===== src/rtl/tt_um_mac_core.sv =====
// tt_um_mac_core: TinyTapeout tile holding a 4x4-bit multiply-accumulate unit with a
// 16-bit wrapping accumulator, a sticky overflow flag and a byte-selectable output.
// Ports: clk; rst_n (synchronous, active-high despite the harness name); ena (tile
//   enable, 0 holds state); ui_in = {B, A}; uio_in = {3'bx, smode, bsel[1:0], clr, en};
//   uo_out = byte chosen by bsel; uio_out = {sign, zero, ovf, 5'b0}; uio_oe = 8'hE0.
module tt_um_mac_core #(
  parameter int ACC_W = 16
) (
  input  logic       clk,
  input  logic       rst_n,
  input  logic       ena,
  input  logic [7:0] ui_in,
  input  logic [7:0] uio_in,
  output logic [7:0] uo_out,
  output logic [7:0] uio_out,
  output logic [7:0] uio_oe
);

  logic [3:0]       op_a;
  logic [3:0]       op_b;
  logic             en;
  logic             clr;
  logic [1:0]       bsel;
  logic             smode;
  logic [2:0]       unused_uio;

  logic [ACC_W-1:0] acc;
  logic             ovf;

  logic [7:0]        uprod;
  logic signed [7:0] sprod;
  logic [ACC_W-1:0]  prod;
  logic [ACC_W:0]    sum;
  logic              add_ovf;
  logic              sign;
  logic              zero;
  logic [7:0]        sel_byte;

  assign op_a       = ui_in[3:0];
  assign op_b       = ui_in[7:4];
  assign en         = uio_in[0];
  assign clr        = uio_in[1];
  assign bsel       = uio_in[3:2];
  assign smode      = uio_in[4];
  assign unused_uio = uio_in[7:5];

  // Both 4x4 products fit in 8 bits (0..225 unsigned, -56..64 signed), so an
  // 8-bit multiply followed by extension to the accumulator width is exact.
  assign uprod = {4'b0000, op_a} * {4'b0000, op_b};
  assign sprod = $signed({{4{op_a[3]}}, op_a}) * $signed({{4{op_b[3]}}, op_b});
  assign prod  = smode ? {{(ACC_W-8){sprod[7]}}, sprod}
                       : {{(ACC_W-8){1'b0}}, uprod};

  // One adder serves both modes; only the overflow interpretation differs.
  assign sum     = {1'b0, acc} + {1'b0, prod};
  assign add_ovf = smode ? ((acc[ACC_W-1] == prod[ACC_W-1]) &&
                            (sum[ACC_W-1] != acc[ACC_W-1]))
                         : sum[ACC_W];

  always_ff @(posedge clk) begin
    if (rst_n) begin
      acc <= '0;
      ovf <= 1'b0;
    end else if (ena) begin
      if (clr) begin
        acc <= en ? prod : '0;
        ovf <= 1'b0;
      end else if (en) begin
        acc <= sum[ACC_W-1:0];
        if (add_ovf) ovf <= 1'b1;
      end
    end
  end

  assign sign = acc[ACC_W-1];
  assign zero = (acc == '0);

  always_comb begin
    sel_byte = 8'h00;
    case (bsel)
      2'd0: sel_byte = acc[7:0];
      2'd1: sel_byte = acc[15:8];
      2'd2: sel_byte = prod[7:0];
      2'd3: sel_byte = {ovf, zero, sign, 5'b00000};
      default: sel_byte = 8'h00;
    endcase
  end

  // Outputs are forced to their cleared values while reset is held so the pins
  // are defined even before the first reset edge has cleared the registers.
  assign uo_out  = rst_n ? 8'h00 : sel_byte;
  assign uio_out = rst_n ? 8'h40 : {sign, zero, ovf, 5'b00000};
  assign uio_oe  = 8'hE0;

endmodule


===== config.mk =====
export PLATFORM = sky130hd
export DESIGN_NAME = tt_um_mac_core
export DESIGN_NICKNAME = d
export VERILOG_FILES = /design/src/rtl/tt_um_mac_core.sv
export SDC_FILE = /design/constraint.sdc
export NUM_CORES = 1
export LEC_CHECK = 0
export ABC_CLOCK_PERIOD_IN_PS = 7500
export BUFFER_PORTS_ARGS = -buffer_cell sky130_fd_sc_hd__buf_2
export CORE_MARGIN = 2
export CORE_UTILIZATION = 35
export CTS_CLUSTER_SIZE = 12
export DETAILED_ROUTE_END_ITERATION = 12
export SLEW_MARGIN = 20
export SYNTH_ARGS = -nofsm -noshare
export SYNTH_HDL_FRONTEND = slang
export SYNTH_SLANG_ARGS = --single-unit
export TNS_END_PERCENT = 20

===== constraint.sdc =====
create_clock -name clk -period 7.5 [get_ports clk]
set_input_delay 0.375 -clock clk [delete_from_list [all_inputs] [get_ports clk]]
set_output_delay 0.375 -clock clk [all_outputs]
set_load 0.01 [all_outputs]

# After elaboration in Yosys (flattened, before gate mapping)
# Cells that the tools add are included.
# word_totals
regBits,17
input_bits,19
word_cells,28
output_inout_bits,24
# op_classes
mux,11
n_eq_ne,5
addsub,1
reduce_logical,7
n_mul,2
# op_table
op,count
$mux 16,4
$pmux 8 s4,1
$add 16x16->17,1
$logic_not 16->1,1
$mul 4x4->8,2
$mux 8,2
$eq 2x2->1 const B,2
$mux 1,4
$reduce_bool 2->1,2
$reduce_and 3->1,1
$eq 2x1->1 const B,1
$logic_not 2->1,1
$reduce_and 2->1,1
$eq 1x1->1,1
$logic_and 1x1->1,1
$ne 1x1->1,1

# Longest topological paths before layout
# depth
depth_word,9
mapped_depth,22
ltp_nobuf,22

# Least setup slack after synthesis
# No wires, ideal clock.
# synth_path
path_type,input to register
startpoint,in ui_in[7]
endpoint,reg ovf
slack_ns,2.208
path_buffers,1
t_required_ns,7.426
cell_stages,22
arrival_ns,5.218
setup_ns,0.074
path_cell_list,inv_1 -> nor2_1 -> fa_1 -> inv_1 -> fa_1 -> fa_1 -> inv_1 -> ha_1 -> fa_1 -> a21o_1 -> a21oi_1 -> xnor2_1 -> and2_1 -> ha_1 -> clkdlybuf4s15_1 -> a21oi_1 -> o21bai_1 -> a32oi_1 -> o311ai_2 -> xnor2_1 -> or3_1 -> a31oi_1
# synth_between
elab_chain_cells,8
elab_cells_between_ends,10
classes_between,add/sub (1); mul (2); eq/ne (2); mux (2); reduce/logical (3)
# synth_lines
item,line_no,text
"start, declared",12,"input logic [7:0] ui_in,"
"$mul 4x4->8, on equally long branches","49, 50",
$mux 16 *,51,"assign prod = smode ? {{(ACC_W-8){sprod[7]}}, sprod}"
$add 16x16->17,55,"assign sum = {1'b0, acc} + {1'b0, prod};"
$ne 1x1->1,57,(sum[ACC_W-1] != acc[ACC_W-1]))
$logic_and 1x1->1,56,assign add_ovf = smode ? ((acc[ACC_W-1] == prod[ACC_W-1]) &&
$mux 1 *,56,
$reduce_bool 2->1 (no line) *,n/a,
$reduce_and 3->1 (no line) *,n/a,
"end signal, assigned",63,ovf <= 1'b0;
"end signal, assigned",67,ovf <= 1'b0;
"end signal, assigned",70,if (add_ovf) ovf <= 1'b1;
"end, declared",28,logic ovf;
# Mark *: on every way between the ends. The rest lies on a longest branch, timed or not.
# A chain may end at the register's enable or synchronous reset.

# Final worst setup path
# Ends and elaborated chain as after synthesis.

==> impl_results.md <==
- Clock Tree Buf Depth: 2
- Vias per inst: 5.246
- Crit. path cell count: 22
- RR Startpoint: acc[0]
- Crit path cell chain: buf_2 -> inv_1 -> nor2_1 -> fa_1 -> inv_1 -> fa_1 -> fa_1 -> inv_1 -> ha_1 -> fa_1 -> a21o_1 -> a21oi_1 -> xnor2_1 -> and2_1 -> ha_1 -> a21o_1 -> o21bai_1 -> a32oi_1 -> o311ai_2 -> xnor2_1 -> or3_1 -> a31oi_1
- Diodes inserted: 0
- Commonest non-fill, non-tap cells in the layout: ha_1, a21oi_1, nor2_1
- GPL Wtd Cong: 0.8950
- Synth unique cells: 53
- Clk Latency, worst-skew pair: 0.26 ns
- DIE WIDTH: 92.71 um
- Drt initial violations: 125
- CTS Sinks: 17
- Relative slew slack: 56.83%
- Unrepaired setup endpoints after global routing: no
- Register Area: 340.3 um^2
- Final worst-path cycle share: 73.76%
- CP peak stage delay: 0.53 ns
- Critical Path AT: 5.73 ns
- Starting Density: 35.82%
- WHS: 0.4544 ns
- Die area: 8594 um^2
- Overall power: 0.5373 mW
- Synth warn: 0
- Ports: 43
- Hold Path Depth: 2
- # rows: 32
- Num CTS Buffers: 3
- Slowest cell on the critical path: fa_1
- WP buf/inv: 4
- Vias in the first global route: 2,394
- Detail Route Antenna Nets: 0
- Worst Hold Class: input port to flop
- CP dominant cell by count: fa_1
- Initial antenna violation count: 0
- Max H-tree Level: 1
- Post-CTS setup buffer count: 0
- Pwr Density: 184.0 nW/um^2
- Sequential share of the synthesized area: 12.36%
- Die Y: 92.71 um
- TNS Setup: 0 ns
- Post-Syn Area: 2754 um^2
- Fin. max-slew vios: 0
- WL final: 6379 um
- Max frequency: 180.8 MHz
- Hold Crit Start: ena
- R2r endpoint: acc[14]
- Min Clock Period, post-route: 5.532 ns
- HPWL Detailed: 5217 um
- Crit path max fanout: 10
- Core Footprint: 7687 um^2
- Fin nets: 427
- # setup viols final: 0
- Most common cell after layout, fill and taps aside: ha_1
- Port Buffers: 26
- Global route overflow: 0
- Gate Count Post-Synth: 344
- CP endpoint kind: flop
- Most used DFF post-synth: dfxtp_1
- Ys async rst share: 0%
- Pin count of the biggest net entering global routing: 31
- First-pass GRT wire length: 11,210 um
- DR WL/cell: 13.90 um
- Ratio of cells with drive above 1 in the final layout: 11.48%
- Placed inst area: 2874 um^2
- Post-Syn Area per Cell: 8.005 um^2
- Post-cts sizing count: 0
- Worst vdd ir: 0.00007338 V
- Hold Path End: acc[2]
- Residual DRC: 0
- Register bit total from synthesis: 17
- Slew @ Worst Pin: 0.6475 ns
- Tot GR Track Use: 15.96%
- Status: completed
- Post-synth EDFFs: 0
- CTS tree: done
- CTS Root Cell: clkbuf_8
- Syn-to-layout area delta: 6.043%
- R2r setup slk: 4.81 ns
- Crit path required time: 7.69 ns
- Reg2reg path depth: 9
- Setup Skew: 0.006183 ns
- Leakage: 1.451 nW
- Fillers: 828
- Area of the multi-input gates: 2178 um^2
- Maximum Capacitance Violations: 0
- Final hold viol count: 0
- Type of the worst setup path: input port to flop
- Drt pass-1 iters: 4
- Kind of cell adding the most delay to the critical path: adder cells
- Clock Pin Slew Worst Setup and Hold Paths: 0.07 ns
- Final Cell Area: 2920 um^2
- Via count: 2,408
- Hold Buf Count CTS: 0
- Startpoint Class: input port
Yosys cell counts, types with 2 or more instances:
cell type  number  area share (%)
dfxtp_1        17              12
xnor2_1        13             4.1
mux4_2          2             1.6
a31oi_1         5             1.1
or2_2           2            0.45
inv_1          26             3.5
fa_1           14              10
a211o_1         2            0.64
and2_1         13             3.0
o21bai_1        7             1.9
a21oi_1        34             6.2
xor2_1          9             2.9
nand2_1        18             2.5
o41ai_1         2            0.64
nand2b_1        3            0.68
nor3b_1         2            0.55
o21ai_0        10             1.8
ha_1           36              16
buf_4          13             3.5
mux2i_1         6             2.2
nor3_1          9             1.6
nor2_1         30             4.1
or3_1           2            0.45
clkbuf_1       11             1.5
nor4_1          4            0.91
nand3_1         6             1.1
o21a_1          2            0.55
buf_6           2            0.82
conb_1          2            0.27
a211oi_1        7             1.9
a21o_1          8             2.2
nor2b_1         6             1.4
kinds of logic after synthesis:
family / after synthesis / share of synthesized area [%]
AOI/OAI and AO/OA: 89 / 20.99
xor gates and xnor gates: 23 / 7.815
adders and majority gates: 50 / 26.53
buffers and inverters: 54 / 10.04
DFF: 17 / 12.36
muxes: 8 / 3.816
other: 2 / 0.2727
and+or+nand+nor: 101 / 18.17
final cells by class:
class / instances / area share (%)
Multi-Input combinational cell: 284 / 74.59
Tap cell: 102 / 4.370
Clock buffer: 3 / 1.414
Inverter: 26 / 3.342
Timing Repair Buffer: 26 / 4.456
Clock inverter: 1 / 0.1714
Sequential cell: 17 / 11.65
report_power, final:
| part | switching (mW) | internal, mW |
|---|---|---|
| combinational | 0.198 | 0.150 |
| clock | 0.0354 | 0.0370 |
| sequential | 0.0157 | 0.101 |
| total | 0.249 | 0.288 |
per-layer routing:
| metal | up-vias | GRT usage, % | wire, um |
|---|---|---|---|
| li1 | 1209 | - | - |
| met1 | 1137 | 21.58 | 3080 |
| met2 | 57 | 27.37 | 2961 |
| met3 | 5 | 2.360 | 298 |
| met4 | 0 | 2.819 | 38 |
| met5 | - | 0 | 0 |
worst max path at each step:
| stage | startpoint | to | slack (ns) |
|---|---|---|---|
| final | ui_in[7] | ovf | 1.97 |
| after global placement | ui_in[7] | ovf | 1.71 |
| after CTS | ui_in[7] | ovf | 1.92 |
| after global routing | ui_in[7] | acc[14] | 1.61 |
| after floorplan | ui_in[7] | ovf | 2.21 |
| after detailed placement | ui_in[7] | ovf | 1.62 |
per-stage QoR:
| stage | setup slack (ns) | utilization, % | instances |
|---|---|---|---|
| after CTS | 1.918 | 37.99 | 459 |
| final | 1.968 | 37.99 | 459 |
| after global routing | 1.607 | 37.99 | 459 |
| after floorplan | 2.208 | - | 355 |
| after detailed placement | 1.616 | 37.39 | 455 |
| after global placement | 1.711 | 37.39 | 455 |
registers in the layout (all words and copies together) (netlist names):
register	cells
ovf	1
acc	16
(Power assumes the default switching activity.)
